--- config.mk ---
export PLATFORM = sky130hd
export DESIGN_NAME = csa_cpa_pipe_flat
export DESIGN_NICKNAME = d
export VERILOG_FILES = /design/src/rtl/csa_cpa_pipe_if.sv /design/src/rtl/csa_cpa_pipe.sv /design/src/flat_wrapper.sv
export SDC_FILE = /design/constraint.sdc
export NUM_CORES = 1
export LEC_CHECK = 0
export CAP_MARGIN = 25
export CORE_MARGIN = 4
export CORE_UTILIZATION = 57
export DETAILED_ROUTE_END_ITERATION = 8
export GPL_TIMING_DRIVEN = 0
export PLACE_DENSITY = 0.83
export SETUP_SLACK_MARGIN = 0.05
export SLEW_MARGIN = 0
export SYNTH_ARGS = -nofsm -noshare
export SYNTH_HDL_FRONTEND = slang
export SYNTH_SLANG_ARGS = --single-unit
--- constraint.sdc ---
create_clock -name clk -period 16.2 [get_ports clk]
set_input_delay 3.24 -clock clk [delete_from_list [all_inputs] [get_ports clk]]
set_output_delay 3.24 -clock clk [all_outputs]
set_load 0.02 [all_outputs]
--- src/rtl/csa_cpa_pipe_if.sv ---
// rtl/csa_cpa_pipe_if.sv - carry-save input / binary result stream bundle for csa_cpa_pipe
interface csa_cpa_pipe_if #(
    parameter int W = 41
);
    logic [W-1:0] in_c;
    logic [W-1:0] in_s;
    logic         in_valid;
    logic         in_ready;
    logic [W:0]   out_sum;
    logic         out_valid;
    logic         out_ready;

    // Producer of carry-save pairs and consumer of results
    modport master (
        output in_c, in_s, in_valid, out_ready,
        input  in_ready, out_sum, out_valid
    );

    // The resolver pipeline itself
    modport slave (
        input  in_c, in_s, in_valid, out_ready,
        output in_ready, out_sum, out_valid
    );
endinterface

--- src/rtl/csa_cpa_pipe.sv ---
// rtl/csa_cpa_pipe.sv - segmented ripple pipeline resolving a carry-save pair to binary
module csa_cpa_pipe #(
    parameter int W   = 41,
    parameter int SEG = 14
) (
    input  logic          clk,
    input  logic          rst,
    csa_cpa_pipe_if.slave bus
);
    localparam int NSEG = (W + SEG - 1) / SEG;

    // Stage k registers: resolved low bits, carry out of its segment, valid.
    // Stages 0..NSEG-2 also skew the still-unresolved c/s bits forward.
    logic [W-1:0]    c_q  [NSEG-1];
    logic [W-1:0]    s_q  [NSEG-1];
    logic [W-1:0]    r_q  [NSEG];
    logic [NSEG-1:0] cy_q;
    logic [NSEG-1:0] v_q;

    // Stage k inputs (from the bus for stage 0, from stage k-1 otherwise)
    logic [W-1:0]    c_src [NSEG];
    logic [W-1:0]    s_src [NSEG];
    logic [W-1:0]    r_src [NSEG];
    logic [NSEG-1:0] cy_src;
    logic [NSEG-1:0] v_src;

    // Next-state of resolved bits and segment carries
    logic [W-1:0]    r_d  [NSEG];
    logic [NSEG-1:0] cy_d;
    logic            carry;

    logic            en;

    // Whole pipeline advances together; it only stalls when a result is stuck at the output
    assign en            = !v_q[NSEG-1] || bus.out_ready;
    assign bus.in_ready  = en;
    assign bus.out_valid = v_q[NSEG-1];
    assign bus.out_sum   = {cy_q[NSEG-1], r_q[NSEG-1]};

    // Route each stage's inputs: stage 0 from the bus with zero carry-in, others from the previous stage
    always_comb begin
        c_src[0]  = bus.in_c;
        s_src[0]  = bus.in_s;
        r_src[0]  = '0;
        cy_src[0] = 1'b0;
        v_src[0]  = bus.in_valid;
        for (int k = 1; k < NSEG; k++) begin
            c_src[k]  = c_q[k-1];
            s_src[k]  = s_q[k-1];
            r_src[k]  = r_q[k-1];
            cy_src[k] = cy_q[k-1];
            v_src[k]  = v_q[k-1];
        end
    end

    // Ripple-add the bits of segment k only; the last segment may be narrower than SEG
    always_comb begin
        carry = 1'b0;
        cy_d  = '0;
        for (int k = 0; k < NSEG; k++) begin
            r_d[k] = r_src[k];
            carry  = cy_src[k];
            for (int i = 0; i < W; i++) begin
                if (i / SEG == k) begin
                    r_d[k][i] = c_src[k][i] ^ s_src[k][i] ^ carry;
                    carry     = (c_src[k][i] & s_src[k][i]) | (carry & (c_src[k][i] ^ s_src[k][i]));
                end
            end
            cy_d[k] = carry;
        end
    end

    // Pipeline registers: clear on reset, shift by one stage whenever enabled, otherwise hold
    always_ff @(posedge clk or posedge rst) begin
        if (rst) begin
            v_q  <= '0;
            cy_q <= '0;
            for (int k = 0; k < NSEG; k++) begin
                r_q[k] <= '0;
            end
            for (int k = 0; k < NSEG - 1; k++) begin
                c_q[k] <= '0;
                s_q[k] <= '0;
            end
        end else if (en) begin
            v_q  <= v_src;
            cy_q <= cy_d;
            for (int k = 0; k < NSEG; k++) begin
                r_q[k] <= r_d[k];
            end
            for (int k = 0; k < NSEG - 1; k++) begin
                c_q[k] <= c_src[k];
                s_q[k] <= s_src[k];
            end
        end
    end
endmodule
--- src/flat_wrapper.sv ---
// flat-port wrapper written by rule: the top's interface ports become plain ports
module csa_cpa_pipe_flat 
#(
    parameter int W   = 41,
    parameter int SEG = 14
)
  (clk, rst, bus_in_c, bus_in_s, bus_in_valid, bus_out_ready, bus_in_ready, bus_out_sum, bus_out_valid);
  csa_cpa_pipe_if #(.W(W)) bus_i ();
  input  logic clk;
  input  logic rst;
  input wire logic [$bits(bus_i.in_c)-1:0] bus_in_c;
  input wire logic [$bits(bus_i.in_s)-1:0] bus_in_s;
  input wire logic [$bits(bus_i.in_valid)-1:0] bus_in_valid;
  input wire logic [$bits(bus_i.out_ready)-1:0] bus_out_ready;
  output wire logic [$bits(bus_i.in_ready)-1:0] bus_in_ready;
  output wire logic [$bits(bus_i.out_sum)-1:0] bus_out_sum;
  output wire logic [$bits(bus_i.out_valid)-1:0] bus_out_valid;
  assign bus_i.in_c = bus_in_c;
  assign bus_i.in_s = bus_in_s;
  assign bus_i.in_valid = bus_in_valid;
  assign bus_i.out_ready = bus_out_ready;
  assign bus_in_ready = bus_i.in_ready;
  assign bus_out_sum = bus_i.out_sum;
  assign bus_out_valid = bus_i.out_valid;
  csa_cpa_pipe #(.W(W), .SEG(SEG)) u_core (.clk(clk), .rst(rst), .bus(bus_i));
endmodule
Word-level counts from Yosys, hierarchy flattened
Cells that the tools add are included.
{"block": "classes", "bitwise_logic": 202, "n_reduce_logical": 2}
{"cell": "AND 1 bit", "count": 81}
{"cell": "bitwise XOR 1 bit", "count": 81}
{"cell": "OR 1 bit", "count": 40}
{"cell": "logical NOT 1 bit", "count": 1}
{"cell": "logical OR 1 bit", "count": 1}
{"block": "totals", "ff_bits": 253, "in_bits": 86, "out_inout_bits": 44, "wordCells": 213}

Longest topological paths before layout
Gate-level depths: netlist (run 1).
{"block": "depth", "ltp_word": 29, "mapped_depth": 18, "ltp_nobuf": 18}

Worst setup path after synthesis (run 1)
OpenSTA, ideal clock, no wires.
{"block": "synth_timing", "path_type": "in2reg", "start": "input bus_in_s[0]", "end": "register u_core.r_q, in the netlist u_core.r_d[54]", "setup_time_ps": 77, "t_arrival_ps": 8364, "required_ps": 16123, "setup_slack_ps": 7759, "cell_stages": 18, "path_buffers": 0, "path_cell_list": "ha_1 -> fa_1 -> fa_1 -> fa_1 -> fa_1 -> fa_1 -> fa_1 -> fa_1 -> fa_1 -> fa_1 -> fa_1 -> inv_1 -> fa_1 -> inv_1 -> fa_1 -> inv_1 -> fa_1 -> a21oi_1"}
{"block": "synth_between", "elab_chain_cells": 26}
{"element": "from (decl)", "line_no": "flat_wrapper.sv:12", "text": "input wire logic [$bits(bus_i.in_s)-1:0] bus_in_s;"}
{"element": "AND 1 bit (2 in a row)", "line_no": "csa_cpa_pipe.sv:66", "text": "carry = (c_src[k][i] & s_src[k][i]) | (carry & (c_src[k][i] ^ s_src[k][i]));"}
{"element": "OR 1 bit", "line_no": "csa_cpa_pipe.sv:66"}
{"element": "AND 1 bit", "line_no": "csa_cpa_pipe.sv:66"}
{"element": "OR 1 bit", "line_no": "csa_cpa_pipe.sv:66"}
{"element": "AND 1 bit", "line_no": "csa_cpa_pipe.sv:66"}
{"element": "OR 1 bit", "line_no": "csa_cpa_pipe.sv:66"}
{"element": "AND 1 bit", "line_no": "csa_cpa_pipe.sv:66"}
{"element": "OR 1 bit", "line_no": "csa_cpa_pipe.sv:66"}
{"element": "[9 not listed]"}
{"element": "OR 1 bit", "line_no": "csa_cpa_pipe.sv:66"}
{"element": "AND 1 bit", "line_no": "csa_cpa_pipe.sv:66"}
{"element": "OR 1 bit", "line_no": "csa_cpa_pipe.sv:66"}
{"element": "AND 1 bit", "line_no": "csa_cpa_pipe.sv:66"}
{"element": "OR 1 bit", "line_no": "csa_cpa_pipe.sv:66"}
{"element": "AND 1 bit", "line_no": "csa_cpa_pipe.sv:66"}
{"element": "OR 1 bit", "line_no": "csa_cpa_pipe.sv:66"}
{"element": "bitwise XOR 1 bit", "line_no": "csa_cpa_pipe.sv:65", "text": "r_d[k][i] = c_src[k][i] ^ s_src[k][i] ^ carry;"}
{"element": "to (signal, indexed assignment)", "line_no": "csa_cpa_pipe.sv:89", "text": "r_q[k] <= r_d[k];"}
{"element": "to (decl)", "line_no": "csa_cpa_pipe.sv:16", "text": "logic [W-1:0] r_q [NSEG];"}
No other way between the ends.
A chain may end at the register's enable or synchronous reset.

Worst setup path after layout (run 1)
{"block": "layout_timing", "start": "input bus_in_c[0]", "end": "register u_core.r_q, in the netlist u_core.r_d[54]"}
{"block": "layout_between", "elab_chain_cells": 26}
{"element": "from (decl)", "line_no": "flat_wrapper.sv:11", "text": "input wire logic [$bits(bus_i.in_c)-1:0] bus_in_c;"}
{"element": "AND 1 bit (2 in a row)", "line_no": "csa_cpa_pipe.sv:66"}
{"element": "OR 1 bit", "line_no": "csa_cpa_pipe.sv:66"}
{"element": "AND 1 bit", "line_no": "csa_cpa_pipe.sv:66"}
{"element": "OR 1 bit", "line_no": "csa_cpa_pipe.sv:66"}
{"element": "AND 1 bit", "line_no": "csa_cpa_pipe.sv:66"}
{"element": "OR 1 bit", "line_no": "csa_cpa_pipe.sv:66"}
{"element": "AND 1 bit", "line_no": "csa_cpa_pipe.sv:66"}
{"element": "OR 1 bit", "line_no": "csa_cpa_pipe.sv:66"}
{"element": "[9 not listed]"}
{"element": "OR 1 bit", "line_no": "csa_cpa_pipe.sv:66"}
{"element": "AND 1 bit", "line_no": "csa_cpa_pipe.sv:66"}
{"element": "OR 1 bit", "line_no": "csa_cpa_pipe.sv:66"}
{"element": "AND 1 bit", "line_no": "csa_cpa_pipe.sv:66"}
{"element": "OR 1 bit", "line_no": "csa_cpa_pipe.sv:66"}
{"element": "AND 1 bit", "line_no": "csa_cpa_pipe.sv:66"}
{"element": "OR 1 bit", "line_no": "csa_cpa_pipe.sv:66"}
{"element": "bitwise XOR 1 bit", "line_no": "csa_cpa_pipe.sv:65"}
No other way between the ends.

==> flow_metrics.env, run 1 <==
export IMPL_synth_seq_area_share_pct=55.9
export IMPL_cts_repair_timing_setup_buffer_count=0
export IMPL_wire_per_inst_um=19.0
export IMPL_crit_path_max_incr_delay_ns=0.44
export IMPL_critical_path_class="primary input to flip-flop"
export IMPL_cpMostUsedCell="sky130_fd_sc_hd__fa_1"
export IMPL_vias=3907
export IMPL_worst_r2r_setup_slack_ns=9.11
export IMPL_design_final_nets=705
export IMPL_worst_endpoint_required_ns=16.54
export IMPL_grt_antenna_before_repair=0
export IMPL_drt_pass1_iter_count=4
export IMPL_nFillCells=789
export IMPL_mappedNetlistNets=557
export IMPL_core_area_mm2=0.0128
export IMPL_ff_latch_area_mm2=0.00423
export IMPL_total_power_mw=1.66
export IMPL_initial_utilization_pct=58.9
export IMPL_grt_overflow_total=0
export IMPL_multi_input_area_mm2=0.00307
export IMPL_grt_start_max_net_pins=93
export IMPL_hold_class="flip-flop to flip-flop"
export IMPL_cts_tree="built"
export IMPL_irDropWorstVdd_v=0.000108
export IMPL_layout_common_cells="169 x sky130_fd_sc_hd__dfrtp_1, 128 x sky130_fd_sc_hd__clkdlybuf4s50_1, 89 x sky130_fd_sc_hd__mux2_4, 70 x sky130_fd_sc_hd__mux2_2, 40 x sky130_fd_sc_hd__fa_1"
export IMPL_detail_route_drc_violations=0
export IMPL_timing_final_crit_share_pct=54.4
export IMPL_n_antenna_cell=0
export IMPL_grt_pass1_wl_um=23700
export IMPL_library_cell_contributing_the_largest_single_delay_on_the_critical_path="sky130_fd_sc_hd__fa_1"
export IMPL_standard_cell_rows=41
export IMPL_yosys_area_top_type_share_pct=55.9
export IMPL_cts_hold_fix_buffers=0
export IMPL_first_iter_violations=221
export IMPL_numPortBuffers=128
export IMPL_post_synth_fa_ha_maj_area_fraction_pct=10.8
export IMPL_groute_usage_overall_pct=21.0
export IMPL_final_common_cell="sky130_fd_sc_hd__dfrtp_1"
export IMPL_finalSetupViolations=0
export IMPL_largest_family_of_logic_cells_by_synthesized_area="multiplexers"
export IMPL_post_synth_num_cell_types=14
export IMPL_synthTopCellsByArea="sky130_fd_sc_hd__dfrtp_1 56%, sky130_fd_sc_hd__mux2_4 18%, sky130_fd_sc_hd__fa_1 11%"
export IMPL_run_status="finished, final reports clean"
export IMPL_cts_sink_count=169
export IMPL_design_portCount=130
export IMPL_synthesis_area_mm2=0.00756
export IMPL_final_setup_skew_ns=0.00391
export IMPL_post_synth_inst_count=430
export IMPL_antenna_violating_nets_post_route=0
export IMPL_syn2layout_area_growth_pct=27.1
export IMPL_critical_path_top_delay_family="adder cells"
export IMPL_timing_final_max_slew_violations=0
export IMPL_cts_clk_slew_worst_paths_ns=0.06
export IMPL_via_count_of_the_first_global_routing_pass=4513
export IMPL_fmax_mhz=113
export IMPL_clk_latency_ns=0.42
export IMPL_worst_path_max_fanout=1
export IMPL_power_leakage_nw=4.36
export IMPL_worst_slew_pin_slew_ns=0.552
export IMPL_synth_compound_area_share_pct=0.463
export IMPL_mean_instance_size_in_the_synthesized_netlist_um2=17.6
export IMPL_chipHeight_um=123
export IMPL_placedInstanceArea_mm2=0.00909
export IMPL_max_cap_violations=0
export IMPL_fin_tns_setup_ns=0
export IMPL_htree_levels=4
export IMPL_yosys_area_share_simple_pct=0.960
export IMPL_finish_instance_area_mm2=0.00961
export IMPL_routed_wirelength_um=14400
export IMPL_cts_buffers_inserted=17
export IMPL_route_detailed_vias_per_inst=5.13
export IMPL_floorplan_die_width_um=123
export IMPL_pwr_density_cell_mw_per_mm2=173
export IMPL_synth_largest_area_cell="sky130_fd_sc_hd__dfrtp_1"
export IMPL_synth_mux_area_share_pct=28.4
export IMPL_clock_tree_buffer_depth=2
export IMPL_synth_xor_xnor_area_share_pct=0
export IMPL_cp_end_kind="flip-flop"
export IMPL_cts_resized=0
export IMPL_cp_start_kind="primary input"
export IMPL_final_layout_size_suffix_gt1_share_pct=35.1
export IMPL_critPathArrivalTime_ns=9.16
export IMPL_die_area_mm2=0.0152
export IMPL_setup_repair_after_global_routing_missed_its_margin="no"
export IMPL_critical_path_buf_inv_count=4
export IMPL_finalHoldViolations=0
export IMPL_clock_tree_root_cell="sky130_fd_sc_hd__clkbuf_16"
export IMPL_min_period_ns=8.82
export IMPL_postSynthRegisterBits=169
export IMPL_synth_warnings=0
export IMPL_relSlewSlack_pct=63.2
export IMPL_place_congestion=0.800
export IMPL_dp_hpwl_um=10400
export IMPL_worstPathCellList="clkdlybuf4s50_1, ha_1, fa_1, fa_1, fa_1, fa_1, fa_1, fa_1, fa_1, fa_1, fa_1, fa_1, inv_1, fa_1, inv_1, fa_1, inv_1, fa_1, a21oi_1"
[synthesized netlist by cell type]
library cell               number
sky130_fd_sc_hd__mux2_4        89
sky130_fd_sc_hd__nand2b_1       1
sky130_fd_sc_hd__dfrtp_1      169
sky130_fd_sc_hd__buf_4          1
sky130_fd_sc_hd__nand2b_4       1
sky130_fd_sc_hd__buf_6         12
sky130_fd_sc_hd__nor3b_1        7
sky130_fd_sc_hd__fa_1          40
sky130_fd_sc_hd__inv_1         22
sky130_fd_sc_hd__buf_2          8
sky130_fd_sc_hd__a21oi_1        7
sky130_fd_sc_hd__ha_1           1
sky130_fd_sc_hd__mux2i_1        2
sky130_fd_sc_hd__mux2_2        70
[logic make-up after synthesis]
| family | after synthesis |
|---|---|
| multiplexers | 161 |
| flip-flops | 169 |
| AND/OR/NAND/NOR | 9 |
| buffers and inverters | 43 |
| adder cells (fa/ha/maj) | 41 |
| AO/OA/AOI/OAI | 7 |
[layout make-up]
class | instances | share of cell area, %
buffer | 21 | 1.90
clock buffer | 27 | 5.23
inverter | 22 | 0.937
clock inverter | 3 | 0.156
sequential | 169 | 44.0
timing repair buffer | 129 | 13.6
tap | 172 | 2.24
multi-input combinational | 218 | 31.9
[state kept, by name, summed over array words and instances, names as in the netlist]
name	count
u_core.bus.out_sum	41
u_core.r_d	42
u_core.v_q	3
u_core.s_q	40
u_core.cy_q	3
u_core.c_q	40
[power by group]
| group | switching (mW) | total, mW | internal [mW] |
|---|---|---|---|
| clock | 0.149 | 0.359 | 0.210 |
| combinational | 0.253 | 0.629 | 0.376 |
| sequential | 0.0964 | 0.670 | 0.574 |
| total | 0.498 | 1.66 | 1.16 |
[worst register-to-register path, cell delays in order, from the launching register on]
cell and delay, ns:
sky130_fd_sc_hd__dfrtp_1 0.37, sky130_fd_sc_hd__inv_1 0.11, sky130_fd_sc_hd__fa_1 0.18, sky130_fd_sc_hd__inv_1 0.06
sky130_fd_sc_hd__fa_1 0.46, sky130_fd_sc_hd__fa_1 0.48, sky130_fd_sc_hd__fa_1 0.46, sky130_fd_sc_hd__fa_1 0.47
sky130_fd_sc_hd__fa_1 0.48, sky130_fd_sc_hd__fa_1 0.46, sky130_fd_sc_hd__fa_1 0.48, sky130_fd_sc_hd__fa_1 0.46
sky130_fd_sc_hd__fa_1 0.47, sky130_fd_sc_hd__fa_1 0.46, sky130_fd_sc_hd__fa_1 0.47, sky130_fd_sc_hd__fa_1 0.46
sky130_fd_sc_hd__inv_1 0.12, sky130_fd_sc_hd__fa_1 0.42, sky130_fd_sc_hd__a21oi_1 0.14
[through the flow]
step	instances	utilization (%)	worst slack, ns	hold slack, ns
2_1_floorplan	430	-	7.76	0.435
3_3_place_gp	730	70.6	6.48	0.468
3_5_place_dp	731	70.9	6.98	0.464
4_1_cts	761	74.9	7.36	0.477
5_1_grt	761	74.9	7.26	0.498
6_report	761	74.9	7.38	0.479
[layer usage]
metal / wire length, um / up-vias / global-route usage (%)
met5: 0 / - / 0
met4: 174 / 0 / 6.57
met3: 558 / 14 / 4.67
met2: 7670 / 85 / 36.2
met1: 6050 / 2055 / 26.7
li1: - / 1753 / -
[final timing paths]
path / start / to / cells past startpoint
max in group asynchronous: rst / u_core.bus.out_sum[30] / 3
worst min-delay path: u_core.v_q[1] / u_core.v_q[2] / 1
worst max-delay path: bus_in_c[0] / u_core.r_d[54] / 19
min in group asynchronous: rst / u_core.r_d[49] / 2
worst max register to register: u_core.cy_q[0] / u_core.r_d[27] / 18
worst min register to register: u_core.v_q[1] / u_core.v_q[2] / 1
(Power assumes the default switching activity.)
==> run 2, diff against run 1 <==
Settings changed: CORE_UTILIZATION 57 to 53, PLACE_DENSITY 0.83 to 0.78.
Clock period 16.2 ns to 8.4 ns, I/O delays scaled along.
==> flow_metrics.env, run 2 (same netlist as run 1, synthesis figures left out) <==
export IMPL_design_final_nets=705
export IMPL_max_cap_violations=0
export IMPL_critical_path_top_delay_family="adder cells"
export IMPL_crit_path_max_incr_delay_ns=0.41
export IMPL_fin_tns_setup_ns=0
export IMPL_standard_cell_rows=43
export IMPL_worst_slew_pin_slew_ns=0.487
export IMPL_routed_wirelength_um=14200
export IMPL_library_cell_contributing_the_largest_single_delay_on_the_critical_path="sky130_fd_sc_hd__clkdlybuf4s50_1"
export IMPL_critical_path_buf_inv_count=4
export IMPL_timing_final_crit_share_pct=85.9
export IMPL_dp_hpwl_um=9990
export IMPL_numPortBuffers=128
export IMPL_irDropWorstVdd_v=0.000174
export IMPL_finish_instance_area_mm2=0.00970
export IMPL_chipHeight_um=127
export IMPL_min_period_ns=7.21
export IMPL_power_switching_mw=0.965
export IMPL_power_combinational_fraction_pct=36.8
export IMPL_final_setup_skew_ns=0.00560
export IMPL_grt_antenna_before_repair=0
export IMPL_vias=3881
export IMPL_timing_final_max_slew_violations=0
export IMPL_worstPathCellList="clkdlybuf4s50_1, ha_1, fa_1, fa_1, fa_1, fa_1, fa_1, fa_1, fa_1, fa_1, fa_1, fa_1, inv_1, fa_1, inv_1, fa_1, inv_1, fa_1, a21oi_1"
export IMPL_fin_hold_ws_ns=0.472
export IMPL_clock_tree_buffer_depth=2
export IMPL_die_area_mm2=0.0162
export IMPL_core_area_mm2=0.0139
export IMPL_groute_usage_overall_pct=19.2
export IMPL_final_common_cell="sky130_fd_sc_hd__dfrtp_1"
export IMPL_critPathArrivalTime_ns=7.56
export IMPL_cpMostUsedCell="sky130_fd_sc_hd__fa_1"
export IMPL_cts_clk_slew_worst_paths_ns=0.06
export IMPL_first_iter_violations=141
export IMPL_clk_latency_ns=0.42
export IMPL_setup_repair_after_global_routing_missed_its_margin="no"
export IMPL_layout_common_cells="169 x sky130_fd_sc_hd__dfrtp_1, 128 x sky130_fd_sc_hd__clkdlybuf4s50_1, 89 x sky130_fd_sc_hd__mux2_4, 70 x sky130_fd_sc_hd__mux2_2, 40 x sky130_fd_sc_hd__fa_1"
export IMPL_via_count_of_the_first_global_routing_pass=4456
export IMPL_detail_route_drc_violations=0
export IMPL_clock_power_share_pct=23.8
export IMPL_run_status="finished, final reports clean"
export IMPL_cts_sink_count=169
export IMPL_finalSetupViolations=0
export IMPL_grt_overflow_total=0
export IMPL_cts_buffers_inserted=17
export IMPL_cts_repair_timing_setup_buffer_count=0
export IMPL_hold_class="flip-flop to flip-flop"
export IMPL_worst_path_max_fanout=1
export IMPL_place_congestion=0.779
export IMPL_largest_reg_flops=42
export IMPL_pwr_density_cell_mw_per_mm2=337
export IMPL_grt_start_max_net_pins=102
export IMPL_final_layout_size_suffix_gt1_share_pct=35.9
export IMPL_cts_hold_fix_buffers=0
export IMPL_design_portCount=130
export IMPL_power_sequential_fraction_pct=39.3
export IMPL_htree_levels=4
export IMPL_total_power_mw=3.27
export IMPL_post_route_util_pct=69.6
export IMPL_relSlewSlack_pct=67.6
export IMPL_p_sw_share_pct=29.5
export IMPL_syn2layout_area_growth_pct=28.3
export IMPL_antenna_violating_nets_post_route=0
export IMPL_worst_endpoint_required_ns=8.74
export IMPL_route_detailed_vias_per_inst=5.03
export IMPL_clock_tree_root_cell="sky130_fd_sc_hd__clkbuf_16"
export IMPL_cts_tree="built"
export IMPL_initial_utilization_pct=54.3
export IMPL_cts_resized=0
export IMPL_wire_per_inst_um=18.4
export IMPL_critical_path_class="primary input to flip-flop"
export IMPL_cp_end_kind="flip-flop"
export IMPL_fmax_mhz=139
export IMPL_power_internal_mw=2.31
export IMPL_placedInstanceArea_mm2=0.00910
export IMPL_cp_start_kind="primary input"
export IMPL_power_leakage_nw=4.40
export IMPL_n_antenna_cell=0
export IMPL_drt_pass1_iter_count=4
export IMPL_floorplan_die_width_um=127
export IMPL_finalHoldViolations=0
export IMPL_grt_pass1_wl_um=23900
## run 2: cell count changes in the layout (fill, tap and decap cells not counted)
cell                        previous run  this run
sky130_fd_sc_hd__clkbuf_1              6         3
sky130_fd_sc_hd__bufinv_16             0         2
sky130_fd_sc_hd__clkbuf_8              4         5
sky130_fd_sc_hd__clkinv_2              3         4
sky130_fd_sc_hd__clkinv_4              0         1
## run 2: final cells by class
type	count	area, um^2
Fill cell	920	4240
Sequential cell	169	4230
Clock buffer	25	505
Clock inverter	7	88.8
Buffer	21	183
Tap cell	180	225
Multi-Input combinational cell	218	3070
Timing Repair Buffer	129	1310
Inverter	22	90.1
## run 2: path summary, 6_finish.rpt
check,start,endpoint,slack [ns],depth (start not counted)
setup / recovery,bus_in_s[0],u_core.r_d[54],1.19,19
max in group asynchronous,rst,u_core.s_q[57],5.88,3
hold reg to reg,u_core.v_q[1],u_core.v_q[2],0.47,1
hold / removal,u_core.v_q[1],u_core.v_q[2],0.47,1
setup reg to reg,u_core.cy_q[0],u_core.r_d[27],1.45,18
min in group asynchronous,rst,u_core.bus.out_sum[3],1.69,2
## run 2: power groups by stage
stage | logic, mW | clock network [mW] | registers [mW]
after floorplan | 0.689 | 0 | 1.38
after CTS | 1.23 | 0.792 | 1.29
after global placement | 1.19 | 0 | 1.28
after global routing | 1.31 | 0.831 | 1.32
after detailed placement | 1.22 | 0 | 1.30
final | 1.20 | 0.780 | 1.29
## run 2: per-stage QoR
stage | setup slack (ns) | instances
after CTS | 1.16 | 771
after floorplan | 1.52 | 430
after global placement | 0.201 | 738
after global routing | 0.995 | 771
after detailed placement | 0.761 | 739
final | 1.19 | 771
## run 2: worst register-to-register path, cell delays in order (launching register included)
cell,delay [ns]
sky130_fd_sc_hd__dfrtp_1,0.37
sky130_fd_sc_hd__inv_1,0.09
sky130_fd_sc_hd__fa_1,0.18
sky130_fd_sc_hd__inv_1,0.06
sky130_fd_sc_hd__fa_1,0.47
sky130_fd_sc_hd__fa_1,0.48
sky130_fd_sc_hd__fa_1,0.47
sky130_fd_sc_hd__fa_1,0.47
sky130_fd_sc_hd__fa_1,0.47
sky130_fd_sc_hd__fa_1,0.46
sky130_fd_sc_hd__fa_1,0.46
sky130_fd_sc_hd__fa_1,0.46
sky130_fd_sc_hd__fa_1,0.46
sky130_fd_sc_hd__fa_1,0.46
sky130_fd_sc_hd__fa_1,0.47
sky130_fd_sc_hd__fa_1,0.42
sky130_fd_sc_hd__inv_1,0.09
sky130_fd_sc_hd__fa_1,0.40
sky130_fd_sc_hd__a21oi_1,0.13
## run 2: per-layer routing
metal | routed length, um | vias to the layer above | global-route usage, %
met4 | 258 | 0 | 6.75
met5 | 0 | - | 0
met1 | 6350 | 2018 | 26.3
li1 | - | 1754 | -
met3 | 666 | 19 | 4.97
met2 | 6940 | 90 | 29.9
